--- src/rtl/cpuops_pkg.sv ---
// cpuops_pkg: shared ALU opcode, width and flag definitions for the cpuops arbiter slice.
package cpuops_pkg;
    localparam int DW  = 32;
    localparam int OPW = 4;
    localparam int FW  = 4;
    localparam logic [OPW-1:0] OP_SUB    = 4'h0;
    localparam logic [OPW-1:0] OP_AND    = 4'h1;
    localparam logic [OPW-1:0] OP_ADD    = 4'h2;
    localparam logic [OPW-1:0] OP_OR     = 4'h3;
    localparam logic [OPW-1:0] OP_XOR    = 4'h4;
    localparam logic [OPW-1:0] OP_LSR    = 4'h5;
    localparam logic [OPW-1:0] OP_LSL    = 4'h6;
    localparam logic [OPW-1:0] OP_ASR    = 4'h7;
    localparam logic [OPW-1:0] OP_BREV   = 4'h8;
    localparam logic [OPW-1:0] OP_LDILO  = 4'h9;
    localparam logic [OPW-1:0] OP_MPYUHI = 4'ha;
    localparam logic [OPW-1:0] OP_MPYSHI = 4'hb;
    localparam logic [OPW-1:0] OP_MPY    = 4'hc;
    localparam logic [OPW-1:0] OP_MOV    = 4'hf;
    localparam int FLAG_V = 3;
    localparam int FLAG_N = 2;
    localparam int FLAG_C = 1;
    localparam int FLAG_Z = 0;
    function automatic logic is_mpy_op(input logic [OPW-1:0] op);
        return op[3:1] == 3'h5 || op == OP_MPY;
    endfunction
endpackage

--- src/rtl/rr_arbiter.sv ---
// rr_arbiter: one-hot grant to the first eligible requester at or after ptr, cyclically.
module rr_arbiter #(
    parameter int NREQ = 2
) (
    input  logic [NREQ-1:0]         eligible,
    input  logic [$clog2(NREQ)-1:0] ptr,
    output logic [NREQ-1:0]         grant
);
    logic [NREQ-1:0]   rot;
    logic [NREQ-1:0]   first;
    logic [2*NREQ-1:0] wide;
    // rotate so ptr sits at bit 0, pick the lowest set bit, rotate back
    always_comb begin
        rot = NREQ'({eligible, eligible} >> ptr);
        first = '0;
        for (int i = NREQ - 1; i >= 0; i--) begin
            if (rot[i]) begin
                first = '0;
                first[i] = 1'b1;
            end
        end
        wide = {first, first} << ptr;
        grant = wide[2*NREQ-1:NREQ];
    end
endmodule

--- src/rtl/cpuops_arbiter.sv ---
// cpuops_arbiter: round-robin sharing of one cpuops ALU among NREQ requesters with per-requester response buffers.
module cpuops_arbiter
    import cpuops_pkg::*;
#(
    parameter int NREQ = 2
) (
    input  logic                i_clk,
    input  logic                i_reset_n,
    input  logic [NREQ-1:0]     i_req_valid,
    output logic [NREQ-1:0]     o_req_ready,
    input  logic [OPW*NREQ-1:0] i_req_op,
    input  logic [DW*NREQ-1:0]  i_req_a,
    input  logic [DW*NREQ-1:0]  i_req_b,
    output logic [NREQ-1:0]     o_rsp_valid,
    input  logic [NREQ-1:0]     i_rsp_ready,
    output logic [DW*NREQ-1:0]  o_rsp_c,
    output logic [FW*NREQ-1:0]  o_rsp_f,
    output logic                o_alu_reset,
    output logic                o_alu_stb,
    output logic [OPW-1:0]      o_alu_op,
    output logic [DW-1:0]       o_alu_a,
    output logic [DW-1:0]       o_alu_b,
    input  logic                i_alu_valid,
    input  logic                i_alu_busy,
    input  logic [DW-1:0]       i_alu_c,
    input  logic [FW-1:0]       i_alu_f,
    output logic                o_err
);
    localparam int IDW = $clog2(NREQ);
    logic                       pending;
    logic [IDW-1:0]             owner;
    logic [IDW-1:0]             rr_ptr;
    logic [IDW-1:0]             gidx;
    logic [NREQ-1:0]            slot_full;
    logic [NREQ-1:0]            slot_wr;
    logic [NREQ-1:0]            elig;
    logic [NREQ-1:0]            grant;
    logic [NREQ-1:0][DW-1:0]    slot_c;
    logic [NREQ-1:0][FW-1:0]    slot_f;
    logic [OPW-1:0]             last_op;
    logic [DW-1:0]              last_a;
    logic [DW-1:0]              last_b;
    logic                       can_issue;
    assign can_issue   = !i_alu_busy && (!pending || i_alu_valid);
    assign o_req_ready = grant;
    assign o_alu_stb   = |grant;
    assign o_alu_reset = !i_reset_n;
    assign o_rsp_valid = slot_full;
    assign o_rsp_c     = slot_c;
    assign o_rsp_f     = slot_f;
    // the owner is blocked while its op is in flight and on the cycle it returns
    always_comb begin
        elig = '0;
        slot_wr = '0;
        for (int k = 0; k < NREQ; k++) begin
            elig[k] = i_req_valid[k] && !(owner == IDW'(k) && (pending || i_alu_valid))
                && (!slot_full[k] || i_rsp_ready[k]) && can_issue && i_reset_n;
            slot_wr[k] = i_alu_valid && pending && owner == IDW'(k);
        end
    end
    rr_arbiter #(.NREQ(NREQ)) u_rr (
        .eligible(elig),
        .ptr     (rr_ptr),
        .grant   (grant)
    );
    // idle cycles replay the last issued operands to keep the ALU inputs quiet
    always_comb begin
        gidx = '0;
        o_alu_op = last_op;
        o_alu_a = last_a;
        o_alu_b = last_b;
        for (int k = 0; k < NREQ; k++) begin
            if (grant[k]) begin
                gidx = IDW'(k);
                o_alu_op = i_req_op[OPW*k +: OPW];
                o_alu_a = i_req_a[DW*k +: DW];
                o_alu_b = i_req_b[DW*k +: DW];
            end
        end
    end
    always_ff @(posedge i_clk) begin
        if (!i_reset_n) begin
            pending <= 1'b0;
            owner <= '0;
            rr_ptr <= '0;
            slot_full <= '0;
            o_err <= 1'b0;
            last_op <= '0;
            last_a <= '0;
            last_b <= '0;
        end else begin
            if (o_alu_stb) begin
                pending <= 1'b1;
                owner <= gidx;
                rr_ptr <= gidx == IDW'(NREQ - 1) ? '0 : gidx + 1'b1;
                last_op <= o_alu_op;
                last_a <= o_alu_a;
                last_b <= o_alu_b;
            end else if (i_alu_valid) begin
                pending <= 1'b0;
            end
            if (i_alu_valid && (!pending || i_alu_busy))
                o_err <= 1'b1;
            for (int k = 0; k < NREQ; k++)
                slot_full[k] <= slot_wr[k] || (slot_full[k] && !i_rsp_ready[k]);
        end
    end
    always_ff @(posedge i_clk) begin
        for (int k = 0; k < NREQ; k++) begin
            if (slot_wr[k]) begin
                slot_c[k] <= i_alu_c;
                slot_f[k] <= i_alu_f;
            end
        end
    end
endmodule

--- config.mk ---
export PLATFORM = sky130hd
export DESIGN_NAME = cpuops_arbiter
export DESIGN_NICKNAME = d
export VERILOG_FILES = /design/src/rtl/cpuops_pkg.sv /design/src/rtl/rr_arbiter.sv /design/src/rtl/cpuops_arbiter.sv
export SDC_FILE = /design/constraint.sdc
export NUM_CORES = 1
export LEC_CHECK = 0
export CAP_MARGIN = 20
export CORE_AREA = 2 2 127 129
export DETAILED_ROUTE_END_ITERATION = 7
export DIE_AREA = 0 0 129 131
export DONT_BUFFER_PORTS = 1
export SYNTH_ARGS = -nofsm -noshare
export SYNTH_HDL_FRONTEND = slang
export SYNTH_SLANG_ARGS = --single-unit
export TNS_END_PERCENT = 5
--- constraint.sdc ---
create_clock -name i_clk -period 3.2 [get_ports i_clk]
set_input_delay 0.64 -clock i_clk [delete_from_list [all_inputs] [get_ports i_clk]]
set_output_delay 0.64 -clock i_clk [all_outputs]
set_load 0.01 [all_outputs]
==> results.toml <==
[drt]
drt_iter0_drc = 262
via_per_inst = 5.538
wl_mm = 14.51
drc = 0
drtAntennaViolNets = 0
dr.pass1.iters = 4
wl_per_cell_microns = 18.67
vias = 4303

[cells_and_area]
nets = 728
area.growth.synth_to_final_pct = 11.06
postLayoutCoreUtil = 0.4293
final_layout_size_suffix_gt1_frac = 0.1087
fin_area_sq_mm = 0.006696
antennaDiodeCount = 0

[clocking]
clockBufferDepth = 2
post-cts-setup-buffers = 0
cts.clk_slew.worst_paths_ps = 60
clock_sinks = 146
hold_buffers = 0
insertion_delay_ps = 420
postCtsResizedCells = 0
cts_tree = "done"
clock-root-buffer = "clkbuf_16"
htreeDepth = 4
cts_buffers = 17

[timing]
hold_viol = 0
period_share = 0.9215
fin_ws_ps = 251.3
worstMarginPinSlew_ps = 1024
finalSetupTns_ps = 0
clock.fmax_ghz = 0.3391
min_period_ps = 2949
max_slew_margin = 0.3156
finalSetupViolations = 0
report.final.slew_viol_count = 0
fin_worst_skew_ps = 9.839
rsz0062_at_grt = "no"

[grt]
grt_pass1_wl_mm = 20.63
grtUsageTotal = 0.1614
overflow = 0
grt_start_max_net_pins = 94
grt_pass1_vias = 3937
grt_antenna_before_repair = 1

[run]
max_cap_violations = 0

[power]
vdd_drop_max_v = 0.0003050
finalPower_w = 0.004321
p_per_area_mw_per_mm2 = 645.2
power.leakage_nw = 2.180

[worst_setup_path]
cp-start-kind = "flip-flop"
endpoint_kind = "output pin"
cp_max_fo = 93
worstPathArrival_ps = 2310
r2r_start = "owner"
path_class = "reg2out"
worst_ep_required_time_ps = 2560
r2r_slack_ps = 1130
critical_path.startpoint = "owner"

[placed_design]
place_ws_ps = 525.4
hpwl_mm = 10.12
place_area_sq_mm = 0.006127
gp_congestion = 0.7509
portBuffers = 0

[floorplan]
die_width_microns = 129
io_pins = 327
die-area_sq_mm = 0.01690
fp.coreArea_sq_mm = 0.01560
floorplan.initialDensity = 0.3866
rows = 46
die_y_microns = 131

[outcome]
status = "finished, final reports clean"

[worst_hold_path]
hold_path_class = "in2reg"
hp-start = "i_alu_c[20]"

[yosys]
synth_fp_nets = 746
yosysWarnings = 0
synth.distinct_cells = 33
netlist_area_sq_mm = 0.006030
seq_area_frac_synth = 0.6043
syn-mean-instance-area_sq_um = 10.65
yosysTopAreaCell = "edfxtp_1"
synth_top_area_frac = 0.3586
synth_cells = 566
ys_ff_latch = 146
synth.area.top_cells = "edfxtp_1, dfxtp_1, o21ai_0, a22oi_1, a21oi_1"
final timing paths:
path                            cells past startpoint           to
worst max-delay path                                6  o_alu_a[19]
worst min-delay path                                0  o_rsp_c[20]
worst max register to register                      6   last_b[26]
worst min register to register                      2       rr_ptr
critical path: stages, from the launching register on:
cell,delay (ps)
dfxtp_1,430
nand2b_2,170
and4_1,270
a2bb2oi_1,270
nor2_4,80
buf_12,200
o21ai_0,410
cell type report:
| cell class | instances | area, sq um |
|---|---|---|
| Clock buffer | 17 | 425.4 |
| Multi-Input combinational cell | 304 | 1833 |
| Fill cell | 1482 | 8901 |
| Clock inverter | 15 | 143.9 |
| Tap cell | 216 | 270.3 |
| Timing Repair Buffer | 9 | 117.6 |
| Inverter | 70 | 262.8 |
| Sequential cell | 146 | 3643 |
kinds of logic (layout without fill, tap and decap cells):
kind of cell	Yosys count	after routing	share of synthesized area
AOI/OAI and AO/OA	280	280	0.2750
buffers and inverters	116	111	0.09442
DFF	146	146	0.6043
and+or+nand+nor	24	24	0.02636
cell usage after synthesis:
master / instances
nor2_1: 7
buf_4: 2
buf_6: 10
nand4b_4: 1
o21a_1: 1
clkbuf_8: 2
a21oi_4: 1
nand2b_1: 2
a22oi_1: 56
or2_4: 1
and2_1: 1
nand2_1: 3
and3_2: 1
a22oi_2: 12
nor3_4: 1
buf_8: 1
o21ai_0: 130
o2111a_1: 1
and3_1: 1
inv_1: 70
nand2b_2: 1
dfxtp_1: 74
o21ai_1: 7
and4_1: 1
nand3_1: 1
nor3_1: 1
edfxtp_1: 72
a2bb2oi_1: 1
nor2b_1: 2
a21oi_1: 70
a211oi_1: 1
buf_2: 16
clkbuf_1: 15
routing by layer:
layer  share of wire  vias to the layer above  GRT usage
met4           0.015                        0    0.06010
met2            0.52                      240     0.2842
met5               0                        -          0
met1            0.38                     2039     0.1744
met3           0.091                       14    0.06718
li1                -                     2010          -
state kept, by name (all words and copies together), names as in the netlist:
register,count
o_rsp_c,64
last_a,32
last_b,32
o_rsp_f,8
last_op,4
o_rsp_valid,2
o_err,1
owner,1
pending,1
rr_ptr,1
layout by cell type (no fill, tap or decap), drive strengths merged:
cell	instances
and3	2
dfxtp	74
o2111a	1
o21ai	137
nor2	7
or2	1
nor2b	2
and4	1
inv	78
and2	1
a21oi	71
nand2b	3
bufinv	1
edfxtp	72
nand3	1
a211oi	1
clkinv	3
clkinvlp	3
o21a	1
nand4b	1
nor3	2
a2bb2oi	1
clkbuf	17
nand2	3
buf	9
a22oi	68
through the flow:
step | hold slack (ps) | instances
after floorplan | 475.5 | 566
after detailed placement | 507.6 | 745
final | 317.0 | 777
after global routing | 290.0 | 777
after CTS | 300.0 | 777
after global placement | 504.5 | 745
where the power goes:
group          internal, W  switching [W]
clock network      0.00109       0.000801
registers          0.00205      0.0000440
logic             0.000105       0.000237
No activity file was read; power rests on OpenSTA's default activity.
